<file path="src/rtl/vga_pkg.sv">
// -----------------------------------------------------------------------------
// vga_pkg
// Shared definitions for the VGA timing / test-pattern generator:
//   - pattern mode encodings (value of the 2-bit mode input)
//   - timing constant sets for common display modes
//   - a small helper to compute a line/frame total from its four segments
// -----------------------------------------------------------------------------
package vga_pkg;

    typedef enum logic [1:0] {
        MODE_GRADIENT = 2'd0,
        MODE_BARS     = 2'd1,
        MODE_CHECK    = 2'd2,
        MODE_SOLID    = 2'd3
    } mode_e;

    // One display mode's timing. Polarity fields give the active sync level.
    typedef struct packed {
        int   h_active;
        int   h_fp;
        int   h_sync;
        int   h_bp;
        int   v_active;
        int   v_fp;
        int   v_sync;
        int   v_bp;
        logic h_pol;
        logic v_pol;
    } vga_timing_t;

    localparam vga_timing_t VGA_640x480 = '{
        h_active: 640, h_fp: 16, h_sync: 96,  h_bp: 48,
        v_active: 480, v_fp: 10, v_sync: 2,   v_bp: 33,
        h_pol: 1'b0,   v_pol: 1'b0
    };

    localparam vga_timing_t VGA_800x600 = '{
        h_active: 800, h_fp: 40, h_sync: 128, h_bp: 88,
        v_active: 600, v_fp: 1,  v_sync: 4,   v_bp: 23,
        h_pol: 1'b1,   v_pol: 1'b1
    };

    function automatic int seg_total(int active, int fp, int sync, int bp);
        return active + fp + sync + bp;
    endfunction

endpackage

</file>
<file path="src/rtl/vga_timing_core.sv">
// -----------------------------------------------------------------------------
// vga_timing_core
// Horizontal/vertical pixel counters plus registered sync, blank, position and
// frame/line strobes. Also exposes the raw counters and combinational
// active / line-end / frame-end flags so the parent can register colour data
// with the same one-cycle latency as the timing outputs.
//
// Ports:
//   i_clk, i_reset      pixel clock, synchronous active-high reset
//   o_hCnt, o_vCnt      raw counters (combinational view of current state)
//   o_active            counters are inside the visible area
//   o_lineEnd           hCnt is at the last pixel of the line
//   o_frameEnd          counters are at the last pixel of the frame
//   o_hSync, o_vSync    registered sync outputs (polarity per parameter)
//   o_blank             registered, high outside the visible area
//   o_hPos, o_vPos      registered copy of the counters
//   o_frameStart        registered pulse with pixel (0,0)
//   o_lineStart         registered pulse with hPos==0 on every line
// -----------------------------------------------------------------------------
module vga_timing_core #(
    parameter int   H_ACTIVE   = 640,
    parameter int   H_FP       = 16,
    parameter int   H_SYNC     = 96,
    parameter int   H_BP       = 48,
    parameter int   V_ACTIVE   = 480,
    parameter int   V_FP       = 10,
    parameter int   V_SYNC     = 2,
    parameter int   V_BP       = 33,
    parameter logic H_SYNC_POL = 1'b0,
    parameter logic V_SYNC_POL = 1'b0,
    parameter int   CNT_W      = 12
) (
    input  logic             i_clk,
    input  logic             i_reset,
    output logic [CNT_W-1:0] o_hCnt,
    output logic [CNT_W-1:0] o_vCnt,
    output logic             o_active,
    output logic             o_lineEnd,
    output logic             o_frameEnd,
    output logic             o_hSync,
    output logic             o_vSync,
    output logic             o_blank,
    output logic [CNT_W-1:0] o_hPos,
    output logic [CNT_W-1:0] o_vPos,
    output logic             o_frameStart,
    output logic             o_lineStart
);
    import vga_pkg::*;

    localparam int H_TOTAL = seg_total(H_ACTIVE, H_FP, H_SYNC, H_BP);
    localparam int V_TOTAL = seg_total(V_ACTIVE, V_FP, V_SYNC, V_BP);

    localparam logic [CNT_W-1:0] H_LAST   = CNT_W'(H_TOTAL - 1);
    localparam logic [CNT_W-1:0] V_LAST   = CNT_W'(V_TOTAL - 1);
    localparam logic [CNT_W-1:0] H_VIS    = CNT_W'(H_ACTIVE);
    localparam logic [CNT_W-1:0] V_VIS    = CNT_W'(V_ACTIVE);
    localparam logic [CNT_W-1:0] HS_BEG   = CNT_W'(H_ACTIVE + H_FP);
    localparam logic [CNT_W-1:0] HS_END   = CNT_W'(H_ACTIVE + H_FP + H_SYNC);
    localparam logic [CNT_W-1:0] VS_BEG   = CNT_W'(V_ACTIVE + V_FP);
    localparam logic [CNT_W-1:0] VS_END   = CNT_W'(V_ACTIVE + V_FP + V_SYNC);

    logic [CNT_W-1:0] r_hCnt, r_vCnt;
    logic [CNT_W-1:0] r_hPos, r_vPos;
    logic             r_hSync, r_vSync, r_blank, r_frameStart, r_lineStart;

    logic w_lineEnd, w_frameEnd, w_active, w_hsAct, w_vsAct;

    assign w_lineEnd  = (r_hCnt == H_LAST);
    assign w_frameEnd = w_lineEnd && (r_vCnt == V_LAST);
    assign w_active   = (r_hCnt < H_VIS) && (r_vCnt < V_VIS);
    assign w_hsAct    = (r_hCnt >= HS_BEG) && (r_hCnt < HS_END);
    // vCnt only moves on the hCnt wrap, so vSync naturally changes at line starts.
    assign w_vsAct    = (r_vCnt >= VS_BEG) && (r_vCnt < VS_END);

    always_ff @(posedge i_clk) begin
        if (i_reset) begin
            r_hCnt <= '0;
            r_vCnt <= '0;
        end else if (w_lineEnd) begin
            r_hCnt <= '0;
            r_vCnt <= (r_vCnt == V_LAST) ? '0 : r_vCnt + 1'b1;
        end else begin
            r_hCnt <= r_hCnt + 1'b1;
        end
    end

    always_ff @(posedge i_clk) begin
        if (i_reset) begin
            r_hSync      <= ~H_SYNC_POL;
            r_vSync      <= ~V_SYNC_POL;
            r_blank      <= 1'b1;
            r_hPos       <= '0;
            r_vPos       <= '0;
            r_frameStart <= 1'b0;
            r_lineStart  <= 1'b0;
        end else begin
            r_hSync      <= w_hsAct ? H_SYNC_POL : ~H_SYNC_POL;
            r_vSync      <= w_vsAct ? V_SYNC_POL : ~V_SYNC_POL;
            r_blank      <= ~w_active;
            r_hPos       <= r_hCnt;
            r_vPos       <= r_vCnt;
            r_frameStart <= (r_hCnt == '0) && (r_vCnt == '0);
            r_lineStart  <= (r_hCnt == '0);
        end
    end

    assign o_hCnt       = r_hCnt;
    assign o_vCnt       = r_vCnt;
    assign o_active     = w_active;
    assign o_lineEnd    = w_lineEnd;
    assign o_frameEnd   = w_frameEnd;
    assign o_hSync      = r_hSync;
    assign o_vSync      = r_vSync;
    assign o_blank      = r_blank;
    assign o_hPos       = r_hPos;
    assign o_vPos       = r_vPos;
    assign o_frameStart = r_frameStart;
    assign o_lineStart  = r_lineStart;

endmodule

</file>
<file path="src/rtl/vga_pattern_gen.sv">
// -----------------------------------------------------------------------------
// vga_pattern_gen
// Parametrised VGA timing and test-pattern generator. Wraps vga_timing_core
// and adds the frame-synchronous pattern latch, colour-bar counter and colour
// mux. All outputs are registered with one cycle of latency from the counters.
//
// Ports:
//   pixelClock          pixel clock
//   reset               synchronous active-high reset
//   mode[1:0]           pattern: 0 gradient, 1 colour bars, 2 checker, 3 solid
//   solid_rgb           {R,G,B} colour used in solid mode
//   Red/Green/Blue      pixel colour (zero while blanked)
//   hSync/vSync         sync outputs
//   blank               high outside the visible area
//   hPos/vPos           position of the pixel currently on the outputs
//   frameStart          one-cycle pulse with pixel (0,0)
//   lineStart           one-cycle pulse at hPos==0 on every line
// -----------------------------------------------------------------------------
module vga_pattern_gen
    import vga_pkg::*;
#(
    parameter int   H_ACTIVE   = VGA_640x480.h_active,
    parameter int   H_FP       = VGA_640x480.h_fp,
    parameter int   H_SYNC     = VGA_640x480.h_sync,
    parameter int   H_BP       = VGA_640x480.h_bp,
    parameter int   V_ACTIVE   = VGA_640x480.v_active,
    parameter int   V_FP       = VGA_640x480.v_fp,
    parameter int   V_SYNC     = VGA_640x480.v_sync,
    parameter int   V_BP       = VGA_640x480.v_bp,
    parameter logic H_SYNC_POL = VGA_640x480.h_pol,
    parameter logic V_SYNC_POL = VGA_640x480.v_pol,
    parameter int   CNT_W      = 12,
    parameter int   COLOR_W    = 8,
    parameter int   BAR_W      = 80,
    parameter int   CHECK_LOG2 = 5
) (
    input  logic                 pixelClock,
    input  logic                 reset,
    input  logic [1:0]           mode,
    input  logic [3*COLOR_W-1:0] solid_rgb,
    output logic [COLOR_W-1:0]   Red,
    output logic [COLOR_W-1:0]   Green,
    output logic [COLOR_W-1:0]   Blue,
    output logic                 hSync,
    output logic                 vSync,
    output logic                 blank,
    output logic [CNT_W-1:0]     hPos,
    output logic [CNT_W-1:0]     vPos,
    output logic                 frameStart,
    output logic                 lineStart
);

    localparam logic [CNT_W-1:0]   BAR_LAST = CNT_W'(BAR_W - 1);
    localparam logic [COLOR_W-1:0] ONES     = {COLOR_W{1'b1}};

    logic [CNT_W-1:0] w_hCnt, w_vCnt;
    logic             w_active, w_lineEnd, w_frameEnd;

    vga_timing_core #(
        .H_ACTIVE   (H_ACTIVE),
        .H_FP       (H_FP),
        .H_SYNC     (H_SYNC),
        .H_BP       (H_BP),
        .V_ACTIVE   (V_ACTIVE),
        .V_FP       (V_FP),
        .V_SYNC     (V_SYNC),
        .V_BP       (V_BP),
        .H_SYNC_POL (H_SYNC_POL),
        .V_SYNC_POL (V_SYNC_POL),
        .CNT_W      (CNT_W)
    ) u_timing (
        .i_clk        (pixelClock),
        .i_reset      (reset),
        .o_hCnt       (w_hCnt),
        .o_vCnt       (w_vCnt),
        .o_active     (w_active),
        .o_lineEnd    (w_lineEnd),
        .o_frameEnd   (w_frameEnd),
        .o_hSync      (hSync),
        .o_vSync      (vSync),
        .o_blank      (blank),
        .o_hPos       (hPos),
        .o_vPos       (vPos),
        .o_frameStart (frameStart),
        .o_lineStart  (lineStart)
    );

    // Pattern is only sampled on the last pixel of a frame, so a mid-frame
    // change never tears the picture; the new mode starts at pixel (0,0).
    mode_e r_curMode;

    always_ff @(posedge pixelClock) begin
        if (reset || w_frameEnd)
            r_curMode <= mode_e'(mode);
    end

    // Bar counter tracks hCnt: cleared entering hCnt==0, so r_barIdx is
    // min(hCnt / BAR_W, 7) for the pixel the counters currently point at.
    logic [CNT_W-1:0] r_barCnt;
    logic [2:0]       r_barIdx;

    always_ff @(posedge pixelClock) begin
        if (reset || w_lineEnd) begin
            r_barCnt <= '0;
            r_barIdx <= '0;
        end else if (r_barCnt == BAR_LAST) begin
            r_barCnt <= '0;
            if (r_barIdx != 3'd7)
                r_barIdx <= r_barIdx + 3'd1;
        end else begin
            r_barCnt <= r_barCnt + 1'b1;
        end
    end

    logic [COLOR_W-1:0] w_red, w_grn, w_blu;

    always_comb begin
        w_red = '0;
        w_grn = '0;
        w_blu = '0;
        if (w_active) begin
            case (r_curMode)
                MODE_GRADIENT: begin
                    w_red = COLOR_W'(w_hCnt);
                    w_grn = COLOR_W'(w_vCnt);
                    w_blu = COLOR_W'(w_hCnt + w_vCnt);
                end
                MODE_BARS: begin
                    // Index bits map to inverted channels: white, yellow,
                    // cyan, green, magenta, red, blue, black.
                    w_red = r_barIdx[1] ? '0 : ONES;
                    w_grn = r_barIdx[2] ? '0 : ONES;
                    w_blu = r_barIdx[0] ? '0 : ONES;
                end
                MODE_CHECK: begin
                    if (w_hCnt[CHECK_LOG2] ^ w_vCnt[CHECK_LOG2]) begin
                        w_red = ONES;
                        w_grn = ONES;
                        w_blu = ONES;
                    end
                end
                MODE_SOLID: begin
                    {w_red, w_grn, w_blu} = solid_rgb;
                end
                default: ;
            endcase
        end
    end

    logic [COLOR_W-1:0] r_red, r_grn, r_blu;

    always_ff @(posedge pixelClock) begin
        if (reset) begin
            r_red <= '0;
            r_grn <= '0;
            r_blu <= '0;
        end else begin
            r_red <= w_red;
            r_grn <= w_grn;
            r_blu <= w_blu;
        end
    end

    assign Red   = r_red;
    assign Green = r_grn;
    assign Blue  = r_blu;

endmodule

</file>
<file path="config.mk">
export PLATFORM = sky130hd
export DESIGN_NAME = vga_pattern_gen
export DESIGN_NICKNAME = d
export VERILOG_FILES = /design/src/rtl/vga_pkg.sv /design/src/rtl/vga_timing_core.sv /design/src/rtl/vga_pattern_gen.sv
export SDC_FILE = /design/constraint.sdc
export NUM_CORES = 1
export LEC_CHECK = 0
export BUFFER_PORTS_ARGS = -buffer_cell sky130_fd_sc_hd__buf_2
export CORE_MARGIN = 2
export CORE_UTILIZATION = 55
export DETAILED_ROUTE_END_ITERATION = 16
export GPL_ROUTABILITY_DRIVEN = 0
export PLACE_DENSITY = 0.79
export SYNTH_ARGS = -nofsm -noshare
export SYNTH_HDL_FRONTEND = slang
export SYNTH_SLANG_ARGS = --single-unit
</file>
<file path="constraint.sdc">
create_clock -name pixelClock -period 1.94 [get_ports pixelClock]
set_input_delay 0.194 -clock pixelClock [delete_from_list [all_inputs] [get_ports pixelClock]]
set_output_delay 0.194 -clock pixelClock [all_outputs]
set_load 0.03 [all_outputs]
</file>
==> results of run 1 <==
cell families after synthesis:
kind of cell / Yosys count / share of synthesized area, %
AO/OA/AOI/OAI: 46 / 7.32
XOR/XNOR: 35 / 7.29
adder cells (fa/ha/maj): 15 / 4.64
buffers and inverters: 39 / 4.07
flip-flops: 94 / 45.2
multiplexers: 3 / 0.714
AND/OR/NAND/NOR: 245 / 30.8
area by class of cell:
type	count	area, µm²	area share [%]
Clock inverter	5	81.3	1.61
Inverter	6	22.5	0.446
Sequential cell	94	1910	37.8
Multi-Input combinational cell	344	2160	42.8
Tap cell	99	124	2.45
Timing Repair Buffer	104	611	12.1
Clock buffer	11	141	2.80
critical path: stages, from the launching register on:
cell and delay [ns]:
sky130_fd_sc_hd__dfxtp_4 0.38, sky130_fd_sc_hd__ha_2 0.20, sky130_fd_sc_hd__inv_1 0.06, sky130_fd_sc_hd__fa_1 0.40, sky130_fd_sc_hd__nor2b_2 0.18, sky130_fd_sc_hd__o31a_1 0.16, sky130_fd_sc_hd__nor2_1 0.07, sky130_fd_sc_hd__mux2i_1 0.12
sky130_fd_sc_hd__a211oi_1 0.24
cells in the mapped netlist (4+ instances only):
cell type	n
sky130_fd_sc_hd__a21oi_1	14
sky130_fd_sc_hd__nand4_1	11
sky130_fd_sc_hd__buf_2	14
sky130_fd_sc_hd__xnor2_1	17
sky130_fd_sc_hd__nor2_1	83
sky130_fd_sc_hd__nand3_1	20
sky130_fd_sc_hd__ha_1	14
sky130_fd_sc_hd__or3_1	7
sky130_fd_sc_hd__dfxtp_1	92
sky130_fd_sc_hd__and3_1	7
sky130_fd_sc_hd__xor2_1	18
sky130_fd_sc_hd__nor2b_1	26
sky130_fd_sc_hd__nand2_1	22
sky130_fd_sc_hd__nor3_1	20
sky130_fd_sc_hd__nor4_1	7
sky130_fd_sc_hd__clkbuf_1	17
sky130_fd_sc_hd__inv_1	6
sky130_fd_sc_hd__a31oi_1	10
sky130_fd_sc_hd__o21ai_0	4
sky130_fd_sc_hd__nand2b_1	18
path summary, 6_finish.rpt:
path                                        end  slack, ns
hold / removal               Blue[1]$_SDFF_PP0_       0.12
setup / recovery             Blue[6]$_SDFF_PP0_       0.05
hold reg to reg   u_timing.o_hCnt[0]$_SDFF_PP0_       0.47
setup reg to reg             Blue[6]$_SDFF_PP0_       0.05
state kept, by name (all words and copies together), names as in the netlist, 2 cells and up:
register	cells
u_timing.o_hPos	12
Green	8
r_barCnt	12
r_barIdx	3
u_timing.o_vPos	12
u_timing.o_hCnt	12
r_curMode	2
Red	8
u_timing.o_vCnt	12
Blue	8
power by group through the flow:
stage               combinational [mW]  clock (mW)  sequential, mW
floorplan                        0.166           0            2.14
global placement                 0.360           0            2.06
detailed placement               0.365           0            2.06
CTS                              0.368        1.46            2.02
global route                     0.407        1.54            2.02
finish                           0.374        1.44            2.02
stage by stage:
stage          worst slack (ns)  total power, mW  util [%]  setup TNS (ns)
2_1_floorplan             0.158             2.30         -               0
3_3_place_gp              0.121             2.42      65.1               0
3_5_place_dp             0.0336             2.43      65.1               0
4_1_cts                  0.0169             3.85      68.2               0
5_1_grt                 -0.0523             3.97      68.8         -0.0744
6_report                 0.0465             3.83      68.8               0
timing repair:
item	in CTS	in global routing
endpoints found under the hold margin	0	2
setup endpoints to repair	1	10
hold buffers	0	2
gates resized for setup	1	9
per-layer routing:
metal	track usage, %	wire, µm	vias up
met5	0	0	-
met4	9.60	240	0
met3	5.31	567	25
met2	38.2	4660	112
met1	28.8	4140	1668
li1	-	-	1777
==> results.env, run 1 <==
STATUS='finished clean'
WORST_HOLD_PATH_TYPE='in2reg'
FMAXACHIEVABLE_GHz=0.528
WORST_R2R_PATH_DEPTH=8
WORSTSETUPPATHTYPE='reg2reg'
MOST_COMMON_CELL_AFTER_LAYOUT_FILL_AND_TAPS_ASIDE='sky130_fd_sc_hd__dfxtp_1'
WORSTHOLDPATHCELLS=3
WORST-SLEW-PIN-TRANSITION_NS=0.441
SYNTH-SEQ-AREA-SHARE_PCT=45.2
FRACTION_OF_LAYOUT_INSTANCES_USING_A_DRIVE_STRENGTH_ABOVE_1_PCT=24.5
HOLD_VIOL=0
FILLERS=586
CLK_PATH_BUF_DEPTH=2
SYNTHESIS.YOSYS.WARNINGS=0
CTS_NUM_SINKS=94
PERIOD_MINUS_SLACK_NS=1.89
FINALSETUPVIOLATIONS=0
CTS.HTREE.LEVELS=3
DIE_AREA_UM2=8360
ROUTED_VIA_DENSITY=5.40
FINAL_NON_FILLER_CELLS=663
SYNTHTOLAYOUTAREAGROWTH_PCT=20.0
FINAL.PERIOD_UTILIZATION_PCT=97.6
GLOBAL_ROUTE_WIRE_LENGTH_BEFORE_REPAIR_UM=15700
POST-DP-HPWL_UM=6710
SYNTH_TOP_CELL_AREA_SHARE_PCT=43.8
ROUTE.DETAILED.DRC=0
ANTENNADIODECOUNT=0
P_INT_mW=2.89
GRT_UTIL_ALL_LAYERS_PCT=23.1
R2R_START='u_timing.o_hCnt[0]$_SDFF_PP0_'
DETAIL-ROUTE-ANTENNA-NETS=0
FINISH.NET_COUNT=602
SYNTH_CELLS=477
SYNTH_TOP_CELL_BY_AREA='sky130_fd_sc_hd__dfxtp_1'
SYNTH_AREA_UM2=4210
PATH_CLK_SLEW_NS=0.09
POST_SYNTH_EDFFS=2
NUMBER_OF_GLOBAL_ROUTE_VIAS_BEFORE_REPAIR=3443
TOP_LEVEL_PORTS=81
SETUP.WORST_PATH.START_CLASS='register'
STD_CELL_ROWS=31
GRT_START_MAX_NET_PINS=34
P_SW_mW=0.934
NUMBER_OF_ITERATIONS_IN_THE_FIRST_DETAILED_ROUTING_PASS=4
CLKLATENCYLATEPIN_NS=0.36
FINAL_MAX_SLEW_VIOL_COUNT=0
CTS_SETUP_BUFFERS=0
HOLDWS_NS=0.123
FP.DIEW_UM=91.5
DIE_Y_UM=91.5
ROUTED_LENGTH_PER_INSTANCE_UM=14.5
CTS.ROOT.BUFFER_CELL='sky130_fd_sc_hd__clkbuf_8'
STARTPOINT='u_timing.o_hCnt[0]$_SDFF_PP0_'
ASYNCSETRESETFLOPFRACSYNTH_PCT=0
SYNTH.TOP_CELLS.BY_AREA='sky130_fd_sc_hd__dfxtp_1 (44%), sky130_fd_sc_hd__nor2_1 (7.4%), sky130_fd_sc_hd__ha_1 (4.2%)'
POWER_LEAKAGE_nW=2.21
SYNTH_TOP_FLOP_CELL='sky130_fd_sc_hd__dfxtp_1'
CRIT_PATH_MAX_FANOUT=6
FINAL_DESIGN_AREA_NO_FILL_UM2=5050
START_UTIL_PCT=57.4
MIN-DELAY-START='solid_rgb[1]'
GRT.OVERFLOW.TOTAL=0
MAXSLEWHEADROOM_PCT=70.6
POWER_FRAC_COMB_PCT=9.8
PLACED_CELLS=645
CORE_AREA_UM2=7330
CRITPATHREQUIREDTIME_NS=2.20
COUNT_OF_PORT_BUFFERS_ADDED_DURING_PLACEMENT=80
CLOCK_POWER_SHARE_PCT=37.5
CTS_TREE='done'
SW_FRAC_OF_TOTAL_PCT=24.4
AREA_AFTER_DPL_UM2=4770
SYNTH.LIB_CELLS_USED.DISTINCT=51
AVGSYNTHCELLAREA_UM2=8.82
CTS_MADE_BUFFERS=9
DRT-INITIAL-DRC-COUNT=230
REG_POWER_SHARE_PCT=52.7
END_KIND='register'
WL_UM=9600
WORST_EP_ARRIVAL_TIME_NS=2.16
MAX_CAP_VIOLATIONS=0
ANTENNA_VIOLATIONS_BEFORE_REPAIR=0
P_PER_AREA_nW_PER_UM2=759
SYNTH.NET_COUNT=520
MOSTFREQUENTLAYOUTCELLS='sky130_fd_sc_hd__dfxtp_1 (90), sky130_fd_sc_hd__nor2_1 (83), sky130_fd_sc_hd__buf_2 (80), sky130_fd_sc_hd__nor2b_1 (25), sky130_fd_sc_hd__nand2_1 (21)'
FINALCLOCKSKEW_NS=0.00553
POWER.IR.VDD_WORST_mV=0.566
YS_FF_LATCH=94
VIAS=3582
(Power assumes the default switching activity.)
==> inputs of run 2 (changes only) <==
--- a/config.mk
+++ b/config.mk
@@ -6,7 +6,6 @@
 export NUM_CORES = 1
 export LEC_CHECK = 0
 export BUFFER_PORTS_ARGS = -buffer_cell sky130_fd_sc_hd__buf_2
-export CORE_MARGIN = 2
 export CORE_UTILIZATION = 55
 export DETAILED_ROUTE_END_ITERATION = 16
 export GPL_ROUTABILITY_DRIVEN = 0
==> run 2 against run 1 <==
Net effect: via count down 1.5%; cell count down 0.15%; largest power group unchanged; fmax grew 3.6%; largest cell class unchanged; sequential power is essentially flat; clock skew hardly changed; non-clock buffer count did not move; hold slack worse by 0.10 ns; count of clock-buffer cells in the layout stayed put; sequential share of layout area is 0.32 points higher; first-iteration DRC count fell by 31%.
==> results.env, run 2 (synthesized netlist as in run 1, its figures left out) <==
CRIT_PATH_SLOWEST_CELL='sky130_fd_sc_hd__dfxtp_1'
FINAL_MAX_SLEW_VIOL_COUNT=0  # unchanged
CLOCK_POWER_SHARE_PCT=36.2  # -1.3 points
CRITPATHREQUIREDTIME_NS=2.01  # -0.19 ns
P_SW_mW=0.942  # +0.82%
WORST_R2R_PATH_DEPTH=5  # -3
CORE_AREA_UM2=7330  # unchanged
CTS_MADE_BUFFERS=9  # unchanged
REG_POWER_SHARE_PCT=54.1  # +1.4 points
CTS_NUM_SINKS=94  # unchanged
PLACED_CELLS=646  # +0.16%
GRT_SETUP_UNREPAIRED='yes'
DIE_Y_UM=89.5  # -2.2%
ROUTED_VIA_DENSITY=5.33  # -1.3%
WORST_EP_ARRIVAL_TIME_NS=1.90  # -0.26 ns
P_PER_AREA_nW_PER_UM2=746  # -1.6%
PATH_CLK_SLEW_NS=0.09  # about the same
WORSTHOLDPATHCELLS=1  # -2
FMAXACHIEVABLE_GHz=0.547  # +3.6%
STATUS='finished clean'
PERIOD_MINUS_SLACK_NS=1.83  # -0.0653 ns
FRACTION_OF_LAYOUT_INSTANCES_USING_A_DRIVE_STRENGTH_ABOVE_1_PCT=24.5  # +0.043 points
ROUTE.DETAILED.DRC=0  # unchanged
DETAIL-ROUTE-ANTENNA-NETS=0  # unchanged
GLOBAL_ROUTE_WIRE_LENGTH_BEFORE_REPAIR_UM=15100  # -4.0%
STD_CELL_ROWS=31  # unchanged
FINALCLOCKSKEW_NS=0.00586  # +0.000323 ns
END_KIND='register'
DIE_AREA_UM2=8000  # -4.3%
SETUP.WORST_PATH.START_CLASS='register'
GRT_START_MAX_NET_PINS=34  # unchanged
GRT_UTIL_ALL_LAYERS_PCT=25.0  # +1.9 points
HOLD_VIOL=0  # unchanged
WORST_HOLD_PATH_TYPE='in2reg'
WL_UM=9450  # -1.6%
ANTENNADIODECOUNT=0  # unchanged
FILLERS=605  # +3.2%
WORST-SLEW-PIN-TRANSITION_NS=0.502  # +0.0613 ns
SYNTHTOLAYOUTAREAGROWTH_PCT=18.9
MAX_CAP_VIOLATIONS=0  # unchanged
CLK_PATH_BUF_DEPTH=2  # unchanged
REPORT.POWER.TOTAL_mW=3.73  # -2.4%
VIAS=3530  # -1.5%
COUNT_OF_PORT_BUFFERS_ADDED_DURING_PLACEMENT=80  # unchanged
POWER_LEAKAGE_nW=2.21  # -0.38%
POWER_FRAC_COMB_PCT=9.8  # about the same
CRIT_CHAIN='ha_1, and3_1, nand4_4, o21bai_1, buf_4'
AREA_AFTER_DPL_UM2=4770  # -0.10%
CRITICAL-PATH-MAX-STAGE-DELAY_NS=0.42  # +0.02 ns
FINISH.NET_COUNT=602  # unchanged
FINAL_NON_FILLER_CELLS=662  # -0.15%
POST-ROUTE-WORST-SETUP-SLACK_NS=0.112  # +0.0653 ns
CLKLATENCYLATEPIN_NS=0.36  # about the same
P_INT_mW=2.79  # -3.5%
MOST_COMMON_CELL_AFTER_LAYOUT_FILL_AND_TAPS_ASIDE='sky130_fd_sc_hd__dfxtp_1'
FINAL.PERIOD_UTILIZATION_PCT=94.2  # -3.4 points
POWER.IR.VDD_WORST_mV=0.448  # -21%
CRIT_PATH_MAX_FANOUT=11  # +5
FP.DIEW_UM=89.5  # -2.2%
POST-DP-HPWL_UM=6770  # +0.97%
START_UTIL_PCT=57.4  # unchanged
SW_FRAC_OF_TOTAL_PCT=25.2  # +0.82 points
MAXSLEWHEADROOM_PCT=66.5  # -4.0 points
CTS_TREE='done'
MOSTFREQUENTLAYOUTCELLS='sky130_fd_sc_hd__dfxtp_1 (90), sky130_fd_sc_hd__nor2_1 (83), sky130_fd_sc_hd__buf_2 (80), sky130_fd_sc_hd__nor2b_1 (25), sky130_fd_sc_hd__buf_4 (22)'
ANTENNA_VIOLATIONS_BEFORE_REPAIR=0  # unchanged
FINAL_DESIGN_AREA_NO_FILL_UM2=5000  # -0.84%
NUMBER_OF_GLOBAL_ROUTE_VIAS_BEFORE_REPAIR=3287  # -4.5%
GRT.OVERFLOW.TOTAL=0  # unchanged
CTS.HTREE.LEVELS=3  # unchanged
DRT-INITIAL-DRC-COUNT=159  # -31%
FINALSETUPVIOLATIONS=0  # unchanged
ROUTED_LENGTH_PER_INSTANCE_UM=14.3  # -1.5%
WORSTSETUPPATHTYPE='reg2reg'
CTS.ROOT.BUFFER_CELL='sky130_fd_sc_hd__clkbuf_8'
DP_SLACK_NS=0.00667  # -0.0269 ns
TOP_LEVEL_PORTS=81  # unchanged
NUMBER_OF_ITERATIONS_IN_THE_FIRST_DETAILED_ROUTING_PASS=4  # unchanged
==> run 2: power groups by stage <==
stage	clock network [mW]	registers, mW	logic, mW
global placement	0	2.06	0.354
global route	1.45	2.03	0.398
floorplan	0	2.14	0.166
CTS	1.37	2.02	0.364
detailed placement	0	2.06	0.360
finish	1.35	2.02	0.365
==> run 2: worst paths after layout <==
kind / from / slack [ns] / endpoint
setup / recovery: u_timing.o_hCnt[1]$_SDFF_PP0_ / 0.11 / r_curMode[0]$_DFFE_PP_
hold / removal: mode[0] / 0.02 / r_curMode[0]$_DFFE_PP_
setup reg to reg: u_timing.o_hCnt[1]$_SDFF_PP0_ / 0.11 / r_curMode[0]$_DFFE_PP_
hold reg to reg: u_timing.o_hCnt[0]$_SDFF_PP0_ / 0.46 / u_timing.o_hCnt[0]$_SDFF_PP0_
==> run 2: what timing repair did <==
item,CTS,global route
pin swaps,0,1
resized for setup,1,8
gates cloned,0,0
setup endpoints to repair,1,15
hold buffers,1,0
hold endpoints to repair,1,0
setup buffers,0,0
==> run 2: layer usage <==
layer	up-vias	track usage, %	part of all wire (%)
li1	1778	-	-
met1	1641	31.5	45
met2	96	41.5	48
met3	15	5.63	4.4
met4	0	10.2	2.1
met5	-	0	0
==> run 2: layout make-up <==
cell class	instances	area [µm²]	share of cell area [%]
clock inverters	4	53.8	1.08
well taps	99	124	2.48
repair buffers	104	596	11.9
inverters	6	22.5	0.450
flip-flops and latches	94	1910	38.1
clock buffers	11	151	3.03
multi-input cells	344	2150	43.0
==> run 2: through the flow <==
stage,TNS [ns],util (%),hold WS [ns]
after global placement,0,65.0,0.385
after floorplan,0,-,0.277
final,0,68.3,0.0222
after CTS,0,68.0,0.0142
after global routing,-0.0117,68.3,0.00566
after detailed placement,0,65.0,0.374
==> run 2: worst max-delay path, delay by kind of cell (launching register included) <==
kind,cells,cell delay (ns)
DFF,1,0.42
AOI/OAI and AO/OA,1,0.22
and+or+nand+nor,2,0.44
adders and majority gates,1,0.23
buffers and inverters,1,0.23
